File: config.mk
export PLATFORM = sky130hd
export DESIGN_NAME = jtag_mm_fanout
export DESIGN_NICKNAME = d
export VERILOG_FILES = /design/src/rtl/jtag_mm_fanout.sv
export SDC_FILE = /design/constraint.sdc
export NUM_CORES = 1
export LEC_CHECK = 0
export ABC_AREA = 1
export CAP_MARGIN = 20
export CORE_AREA = 2 2 319 321
export CTS_BUF_LIST = sky130_fd_sc_hd__clkbuf_8 sky130_fd_sc_hd__clkbuf_16
export CTS_CLUSTER_DIAMETER = 30
export DETAILED_ROUTE_END_ITERATION = 8
export DIE_AREA = 0 0 321 323
export PLACE_DENSITY = 0.34
export RECOVER_POWER = 25
export SETUP_SLACK_MARGIN = 0.05
export SLEW_MARGIN = 20
export SYNTH_ARGS = -nofsm -noshare
export SYNTH_HDL_FRONTEND = slang
export SYNTH_SLANG_ARGS = --single-unit
File: constraint.sdc
create_clock -name clk_clk -period 9.6 [get_ports clk_clk]
set_input_delay 2.4 -clock clk_clk [delete_from_list [all_inputs] [get_ports clk_clk]]
set_output_delay 2.4 -clock clk_clk [all_outputs]
set_load 0.02 [all_outputs]
File: src/rtl/jtag_mm_fanout.sv
// Avalon-MM fan-out from the JTAG master to NUM_CH register-space bridges.
// Tracks in-order reads across channels, locks write bursts, and fills decode errors and timeouts with ERR_DATA.
module jtag_mm_fanout #(
  parameter int unsigned NUM_CH    = 7,
  parameter int unsigned CH_ADDR_W = 24,
  parameter int unsigned SEL_W     = 4,
  parameter int unsigned DATA_W    = 32,
  parameter int unsigned BURST_W   = 4,
  parameter int unsigned MAX_PEND  = 4,
  parameter int unsigned TIMEOUT   = 1024,
  parameter logic [DATA_W-1:0] ERR_DATA = DATA_W'(32'hDEADBEEF)
) (
  input  logic                            clk_clk,
  input  logic                            reset_reset_n,
  input  logic [CH_ADDR_W+SEL_W-1:0]      s_address,
  input  logic                            s_read,
  input  logic                            s_write,
  input  logic                            s_debugaccess,
  input  logic [BURST_W-1:0]              s_burstcount,
  input  logic [DATA_W-1:0]               s_writedata,
  input  logic [DATA_W/8-1:0]             s_byteenable,
  output logic                            s_waitrequest,
  output logic [DATA_W-1:0]               s_readdata,
  output logic                            s_readdatavalid,
  output logic [NUM_CH*CH_ADDR_W-1:0]     m_address,
  output logic [NUM_CH-1:0]               m_read,
  output logic [NUM_CH-1:0]               m_write,
  output logic [NUM_CH-1:0]               m_debugaccess,
  output logic [NUM_CH*BURST_W-1:0]       m_burstcount,
  output logic [NUM_CH*DATA_W-1:0]        m_writedata,
  output logic [NUM_CH*(DATA_W/8)-1:0]    m_byteenable,
  input  logic [NUM_CH-1:0]               m_waitrequest,
  input  logic [NUM_CH*DATA_W-1:0]        m_readdata,
  input  logic [NUM_CH-1:0]               m_readdatavalid,
  output logic                            err_timeout,
  output logic                            err_decode,
  output logic [7:0]                      stray_count,
  input  logic                            err_clear
);

  localparam int unsigned ADDR_W = CH_ADDR_W + SEL_W;
  localparam int unsigned PTR_W  = (MAX_PEND > 1) ? $clog2(MAX_PEND) : 1;
  localparam int unsigned CNT_W  = $clog2(MAX_PEND + 1);
  localparam int unsigned TO_W   = $clog2(TIMEOUT + 1);

  logic               rdy;
  logic               lock_vld;
  logic [SEL_W-1:0]   lock_ch;
  logic [BURST_W-1:0] lock_left;
  logic [SEL_W-1:0]   fifo_ch [MAX_PEND];
  logic [BURST_W-1:0] fifo_bc [MAX_PEND];
  logic [PTR_W-1:0]   wr_ptr, rd_ptr;
  logic [CNT_W-1:0]   count;
  logic [BURST_W-1:0] beat_cnt;
  logic               fill;
  logic [TO_W-1:0]    to_cnt;

  logic [SEL_W-1:0]   sel, tgt, head_ch;
  logic [BURST_W-1:0] head_bc;
  logic               not_empty, tgt_wait, head_dv, stall;
  logic               beat_err, beat_ch, beat, pop, to_hit;
  logic               acc_rd, acc_wr, dec_set;
  logic [DATA_W-1:0]  head_data, beat_data;
  logic [4:0]         stray_n;
  logic [7:0]         stray_base;
  logic [8:0]         stray_sum;

  function automatic logic ch_ok(input logic [SEL_W-1:0] c);
    return {1'b0, c} < (SEL_W+1)'(NUM_CH);
  endfunction

  function automatic logic [PTR_W-1:0] ptr_inc(input logic [PTR_W-1:0] p);
    return (p == PTR_W'(MAX_PEND - 1)) ? '0 : p + PTR_W'(1);
  endfunction

  // Command routing, stall decision and read-return selection
  always_comb begin
    sel       = s_address[ADDR_W-1 -: SEL_W];
    tgt       = (lock_vld && !s_read) ? lock_ch : sel;
    head_ch   = fifo_ch[rd_ptr];
    head_bc   = fifo_bc[rd_ptr];
    not_empty = (count != '0);
    tgt_wait  = 1'b0;
    head_dv   = 1'b0;
    head_data = '0;
    for (int i = 0; i < int'(NUM_CH); i++) begin
      if (tgt == SEL_W'(i)) tgt_wait = m_waitrequest[i];
      if (head_ch == SEL_W'(i)) begin
        head_dv   = m_readdatavalid[i];
        head_data = m_readdata[i*DATA_W +: DATA_W];
      end
    end

    beat_err  = not_empty && (!ch_ok(head_ch) || fill);
    beat_ch   = not_empty && ch_ok(head_ch) && !fill && head_dv;
    beat      = beat_err || beat_ch;
    beat_data = beat_err ? ERR_DATA : head_data;
    pop       = beat && (beat_cnt == head_bc - BURST_W'(1));
    to_hit    = not_empty && !beat && !fill && (to_cnt == TO_W'(TIMEOUT - 1));

    stray_n = '0;
    for (int i = 0; i < int'(NUM_CH); i++) begin
      if (m_readdatavalid[i] && !(beat_ch && head_ch == SEL_W'(i))) stray_n = stray_n + 5'd1;
    end
    stray_base = err_clear ? 8'd0 : stray_count;
    stray_sum  = 9'(stray_base) + 9'(stray_n);

    // A pop in this cycle frees the slot / releases the channel for a same-cycle accept
    stall = !rdy
          || ((count == CNT_W'(MAX_PEND)) && !pop)
          || (not_empty && (head_ch != tgt) && !((count == CNT_W'(1)) && pop))
          || (lock_vld && s_read && (sel != lock_ch));
    s_waitrequest = tgt_wait || stall;

    acc_rd  = s_read && !s_waitrequest;
    acc_wr  = s_write && !s_read && !s_waitrequest;
    dec_set = (acc_rd || acc_wr) && !ch_ok(tgt);

    for (int i = 0; i < int'(NUM_CH); i++) begin
      m_read[i]  = s_read && !stall && (sel == SEL_W'(i));
      m_write[i] = s_write && !s_read && !stall && (tgt == SEL_W'(i));
    end
    m_address     = {NUM_CH{s_address[CH_ADDR_W-1:0]}};
    m_debugaccess = {NUM_CH{s_debugaccess}};
    m_burstcount  = {NUM_CH{s_burstcount}};
    m_writedata   = {NUM_CH{s_writedata}};
    m_byteenable  = {NUM_CH{s_byteenable}};
  end

  // Pending FIFO, write lock, timeout and response registers
  always_ff @(posedge clk_clk or negedge reset_reset_n) begin
    if (!reset_reset_n) begin
      rdy             <= 1'b0;
      lock_vld        <= 1'b0;
      lock_ch         <= '0;
      lock_left       <= '0;
      wr_ptr          <= '0;
      rd_ptr          <= '0;
      count           <= '0;
      beat_cnt        <= '0;
      fill            <= 1'b0;
      to_cnt          <= '0;
      s_readdatavalid <= 1'b0;
      s_readdata      <= '0;
      err_timeout     <= 1'b0;
      err_decode      <= 1'b0;
      stray_count     <= '0;
      for (int i = 0; i < int'(MAX_PEND); i++) begin
        fifo_ch[i] <= '0;
        fifo_bc[i] <= '0;
      end
    end else begin
      rdy <= 1'b1;

      if (acc_wr) begin
        if (lock_vld) begin
          lock_left <= lock_left - BURST_W'(1);
          if (lock_left == BURST_W'(1)) lock_vld <= 1'b0;
        end else if (s_burstcount > BURST_W'(1)) begin
          lock_vld  <= 1'b1;
          lock_ch   <= sel;
          lock_left <= s_burstcount - BURST_W'(1);
        end
      end

      if (acc_rd) begin
        fifo_ch[wr_ptr] <= sel;
        fifo_bc[wr_ptr] <= s_burstcount;
        wr_ptr          <= ptr_inc(wr_ptr);
      end
      if (pop) rd_ptr <= ptr_inc(rd_ptr);
      count <= count + CNT_W'(acc_rd) - CNT_W'(pop);

      if (pop)       beat_cnt <= '0;
      else if (beat) beat_cnt <= beat_cnt + BURST_W'(1);

      if (pop)         fill <= 1'b0;
      else if (to_hit) fill <= 1'b1;

      if (beat || to_hit || !not_empty) to_cnt <= '0;
      else if (!fill)                   to_cnt <= to_cnt + TO_W'(1);

      s_readdatavalid <= beat;
      if (beat) s_readdata <= beat_data;

      err_timeout <= (err_timeout && !err_clear) || to_hit;
      err_decode  <= (err_decode && !err_clear) || dec_set;
      stray_count <= (stray_sum > 9'd255) ? 8'd255 : stray_sum[7:0];
    end
  end

endmodule

==> impl_metrics.tcl <==
set metrics [dict create \
    grtUsageTotal 0.0920 \
    cts_htree_levels 3 \
    ys_ff_latch 108 \
    syn_inst 1456 \
    ir_drop_uv 188 \
    die_y_um 323 \
    cts_buffer_depth 2 \
    synth-seq-area-share 0.248 \
    ant_nets 0 \
    final_nets 1654 \
    tightest_slew_ns 4.30 \
    dieArea_sq_um 104000 \
    cp.required_ns 7.20 \
    cts-resized-gates 0 \
    io_buffers 336 \
    grt_pass1_wl_um 66900 \
    synth.most_common_cell "buf_4" \
    drv_cap 3 \
    multi_input_area_sq_um 4180 \
    post_cts_buffers 0 \
    drc 0 \
    synthTopCellsByArea "buf_4, dfrtp_1, nand2_1" \
    endpoint_kind "output port" \
    drv_slew 145 \
    slew_headroom -1.87 \
    synth-edff-count 0 \
    core_sq_um 101000 \
    wl_um 49600 \
    grt_overflow_total 0 \
    place_congestion 0.750 \
    io_pins 825 \
    drive_gt1_frac 0.0545 \
    setup_viol 0 \
    seq_area_sq_um 2700 \
    async_flop_share 1.00 \
    num_rows 117 \
    grt_setup_unrepaired "no" \
    syn_area_per_cell_sq_um 7.49 \
    hp-class "reg2reg" \
    synth.top_cell.area_share 0.316 \
    powerDensity_nw_per_um2 279 \
    synth_common_cells "buf_4, nand2_1, dfrtp_1, nor2_1" \
    synth_ff_type "dfrtp_1" \
    netlist_area_sq_um 10900 \
    hpwl_um 38600 \
    grt_max_degree 69 \
    vias 8742 \
    yosys.area.top_type "buf_4" \
    critPathArrivalTime_ns 5.89 \
    cts_tree "yes" \
    synth.lib_cells_used.distinct 48 \
    vias_per_cell 3.32 \
    start_util 0.108 \
    p_leak_nw 4.89 \
    grt_pass1_vias 8831 \
    firstDrtPassIters 7 \
    power_mw 3.53 \
    finalClockSkew_ns 0.0248 \
    min_period_over_period 0.863 \
    syn_to_final_growth_pct 15.9 \
    root_buffer "clkbuf_16" \
    antenna_found_initial 11 \
    worstSetupPathType "in2out" \
    hold_viol 0 \
    die_w_um 321 \
    startpoint_type "input port" \
    fmax_mhz 121 \
    holdBufCountCts 0 \
    cp_max_fo 13 \
    clock_latency_ns 0.41 \
    fillers 11600 \
    status "complete, but fails checks" \
    fin_crit_ns 8.29 \
    wire_per_inst_um 18.9 \
    clk_pin_slew_worst_paths_ns 0.08 \
    drt_iter0_drc 558 \
    yosysWarnings 0 \
    tns_ns 0 \
    cts_sinks 108 \
    violations "capacitance limit, slew limit" \
    cts_made_buffers 9 \
    syn_nets 1795 \
]
[where the power goes]
| part | switching [mW] | internal [mW] | total [mW] |
|---|---|---|---|
| registers | 0.129 | 0.642 | 0.771 |
| logic | 1.51 | 0.821 | 2.33 |
| clock network | 0.240 | 0.192 | 0.432 |
| total | 1.88 | 1.65 | 3.53 |
[path summary, 6_finish.rpt]
| path | start | endpoint | slack [ns] | cells after the start |
|---|---|---|---|---|
| setup / recovery | s_read | m_write[3] | 1.31 | 13 |
| hold / removal | to_cnt[0] | to_cnt[0] | 0.47 | 1 |
| setup reg to reg | rd_ptr[0] | stray_count[7] | 2.26 | 38 |
| hold reg to reg | to_cnt[0] | to_cnt[0] | 0.47 | 1 |
| max in group asynchronous | reset_reset_n | s_readdata[1] | 1.97 | 2 |
| min in group asynchronous | reset_reset_n | lock_left[3] | 3.50 | 1 |
[per-layer routing]
metal  vias up  GRT usage  share of wire
li1       4063          -              -
met1      4010      0.109           0.41
met2       500      0.128           0.41
met3       157     0.0537           0.13
met4        12     0.0501          0.049
met5         -    0.00972         0.0041
[through the flow]
stage	setup WS, ns	hold WS, ns	cell area, sq um	util	instances
finish	1.31	0.471	12600	0.126	2630
global route	0.741	0.489	12600	0.126	2629
CTS	1.27	0.474	12700	0.126	2629
detailed placement	1.29	0.462	12400	0.123	2613
global placement	1.32	0.451	12400	0.123	2613
floorplan	2.15	0.433	10900	-	1456
[state kept, by name (all words and copies together) (netlist names)]
register and flops:
lock_vld 1, rd_ptr 2, lock_ch 4, count 3
to_cnt 11, rdy 1, err_decode 1, wr_ptr 2
fifo_ch 16, lock_left 4, err_timeout 1, stray_count 8
fifo_bc 16, s_readdatavalid 1, beat_cnt 4, fill 1
s_readdata 32
[cells by family (layout without fill, tap and decap cells)]
logic type / after synthesis / count (layout) / synth area share
buffers and inverters: 597 / 461 / 0.368
and+or+nand+nor: 502 / 502 / 0.205
other: 1 / 2 / 0.000344
adders and majority gates: 27 / 27 / 0.0324
DFF: 108 / 108 / 0.248
xor gates and xnor gates: 20 / 20 / 0.0161
AOI/OAI and AO/OA: 201 / 201 / 0.131
[final cells by class]
cell class,instances,area share
Antenna cell,1,0.000198
Timing Repair Buffer,348,0.272
Multi-Input combinational cell,751,0.331
Tap cell,1309,0.130
Inverter,97,0.0292
Sequential cell,108,0.214
Clock buffer,10,0.0189
Clock inverter,6,0.00544
[cell usage in the layout, fill, tap and decap left out, types with 9 or more instances in the layout]
master and instances:
nand2_1 276, buf_4 10, nor2_1 87, a21oi_1 38, xnor2_1 12, inv_2 11, nand4_1 9, dlygate4sd3_1 44
a221oi_1 32, nor3_1 9, inv_1 83, ha_1 25, nand3_1 85, clkbuf_16 9, a32o_1 24, o21ai_0 27
dfrtp_1 108, o21ai_1 35, a41oi_1 24, clkdlybuf4s50_1 291
[worst max-delay path: stages]
cell and delay, ns:
clkdlybuf4s50_1 0.70, inv_4 0.20, nand2_2 0.13, nand2_1 0.09
o21ai_1 0.10, inv_2 0.12, nand2_1 0.06, a21oi_1 0.17
nand4_1 0.15, a31oi_4 0.51, nand2_1 0.30, nor4_1 0.27
clkdlybuf4s50_1 0.66
Power figures use the tool's default switching activity.
==> RTL edit: new RTL, same settings <==
Set the parameter `BURST_W` to 6 (it was 4).
--- a/src/rtl/jtag_mm_fanout.sv
+++ b/src/rtl/jtag_mm_fanout.sv
@@ -6,5 +6,5 @@
   parameter int unsigned SEL_W     = 4,
   parameter int unsigned DATA_W    = 32,
-  parameter int unsigned BURST_W   = 4,
+  parameter int unsigned BURST_W   = 6,
   parameter int unsigned MAX_PEND  = 4,
   parameter int unsigned TIMEOUT   = 1024,
Interface: changed (resized m_burstcount and s_burstcount); port bits go from 825 to 841. The function was not compared with the original's and may differ.
==> RTL edit against the unedited design <==
The run still ends with capacitance limit, slew limit left. Register-to-register slack worse by 750 ps. Cell count up 6.3%. Area after synthesis up 9.1%. Total power up 28%. Non-clock buffer count up 21. Global-route usage up 2.0 points. Sequential cell count up 12. Sequential share of layout area up 0.11 points. Worst setup slack worse by 89 ps. Hold slack worse by 6.0 ps. Cell area up 11%. Critical path depth up 8. Sequential power up 12%. Wire length up 21%.
==> RTL edit: results (changes against the unedited design) <==
Mapped Cells=1610 (was 1456); Tightest Pin Transition=3210 ps (was 4300 ps); met2 global-route usage=0.171 (was 0.128); Clock Latency Late Sink=480 ps (was 410 ps); all-layer global routing usage=0.112 (was 0.0920); biggest registers after layout=s_readdata: 32 flops, fifo_bc: 24 flops, fifo_ch: 16 flops (was s_readdata: 32 flops, fifo_bc: 16 flops, fifo_ch: 16 flops); commonest cells in the netlist=471 x buf_4, 330 x nand2_1, 123 x nand3_1, 120 x dfrtp_1, 93 x inv_1 (was 459 x buf_4, 274 x nand2_1, 108 x dfrtp_1, 87 x nor2_1); Post-Layout Cell Count=2796 (was 2630); Root Driver=clkbuf_16 (unchanged); outcome=complete, but fails checks (unchanged); number of port buffers=352 (was 336); global-route wire length before repair=80000 µm (was 66900 µm); dominant cells by area after synthesis=buf_4 30%, dfrtp_1 25%, nand2_1 10% (was buf_4 32%, dfrtp_1 25%, nand2_1 9.4%); Final Wtd Congestion=0.796 (was 0.750); GR Layer Usage met1=0.122 (was 0.109); largest net degree at the start of global routing=76 (was 69); Clock Skew=13.6 ps (was 24.8 ps); Seq/Total Area, Yosys=0.252 (was 0.248); Post-DP Area=13400 µm² (was 12400 µm²); max-slew violation count=78 (was 145); WL met2=26900 µm (was 20400 µm); wire length on met3=8410 µm (was 6420 µm); Final Routed Wirelength=60000 µm (was 49600 µm); vias in the first global route=9991 (was 8831); 1st-iter DRT viols=609 (was 558); Yosys cell types=50 (was 48); met3 Resource Use GR=0.0733 (was 0.0537); number of vias per cell=3.59 (was 3.32); failing checks=capacitance limit, slew limit (unchanged); met1 wire length=22700 µm (was 20200 µm); Num CTS Buffers=17 (was 9); Max H-tree Level=4 (was 3); HPWL Detailed=48200 µm (was 38600 µm); number of max-cap violations=2 (was 3); clock slew seen by the registers of the worst setup and hold paths=60 ps (was 80 ps); initial antenna violation count=13 (was 11); first-pass iteration count of the detailed router=5 (was 7); Place WS=1410 ps (was 1290 ps); Worst Path Max Fanout=14 (was 13); syn nets=1951 (was 1795); ratio of cells with drive above 1 in the final layout=0.0680 (was 0.0545); Fill cells=11600 (about the same); internal power=2.12 mW (was 1.65 mW); cell with the most instances after synthesis=buf_4 (unchanged)
RTL edit: worst max-delay path, stage by stage (launching register included):
cell and delay (ps):
dfrtp_1 700, inv_1 410, nand3_1 190, nand2_1 60
buf_4 180, inv_1 140, nor2_1 120, nand2_1 360
clkbuf_1 480, nor2_1 140, nor3_2 260, nand2_1 340
nand2_1 270, nand2_4 130, nand3_1 230, nand2_1 100
nand2_2 110, nand2_4 80, nor2_4 220, nand2_1 150
nor3_1 180, clkdlybuf4s50_1 640
RTL edit: cells by family after synthesis:
logic type	share of synthesized area
other	0.000315
muxes	0.000841
xor gates and xnor gates	0.0236
and+or+nand+nor	0.233
AOI/OAI and AO/OA	0.105
adders and majority gates	0.0297
buffers and inverters	0.355
DFF	0.252
RTL edit: final cells by class:
cell class | count | area, µm² | area share
Inverter | 107 | 407 | 0.0291
Timing Repair Buffer | 369 | 3640 | 0.260
Clock buffer | 18 | 439 | 0.0314
Clock inverter | 14 | 180 | 0.0129
Antenna cell | 2 | 5.00 | 0.000358
Tap cell | 1309 | 1640 | 0.117
Sequential cell | 120 | 3000 | 0.215
Multi-Input combinational cell | 857 | 4670 | 0.334
RTL edit: power groups by stage:
stage          logic [mW]  clock network (mW)  registers, mW
3_3_place_gp         3.04                   0          0.873
3_5_place_dp         3.06                   0          0.872
2_1_floorplan        1.99                   0          0.902
6_report             2.95               0.720          0.860
4_1_cts              3.08               0.759          0.867
5_1_grt              3.29               0.772          0.888
RTL edit: path summary, 6_finish.rpt:
path | to | slack (ps) | cells past startpoint
max | m_read[5] | 1230 | 21
min in group asynchronous | lock_left[0] | 2980 | 1
min reg2reg | to_cnt[0] | 460 | 1
max in group asynchronous | to_cnt[9] | 4580 | 2
min | to_cnt[0] | 460 | 1
max reg2reg | stray_count[4] | 1510 | 39
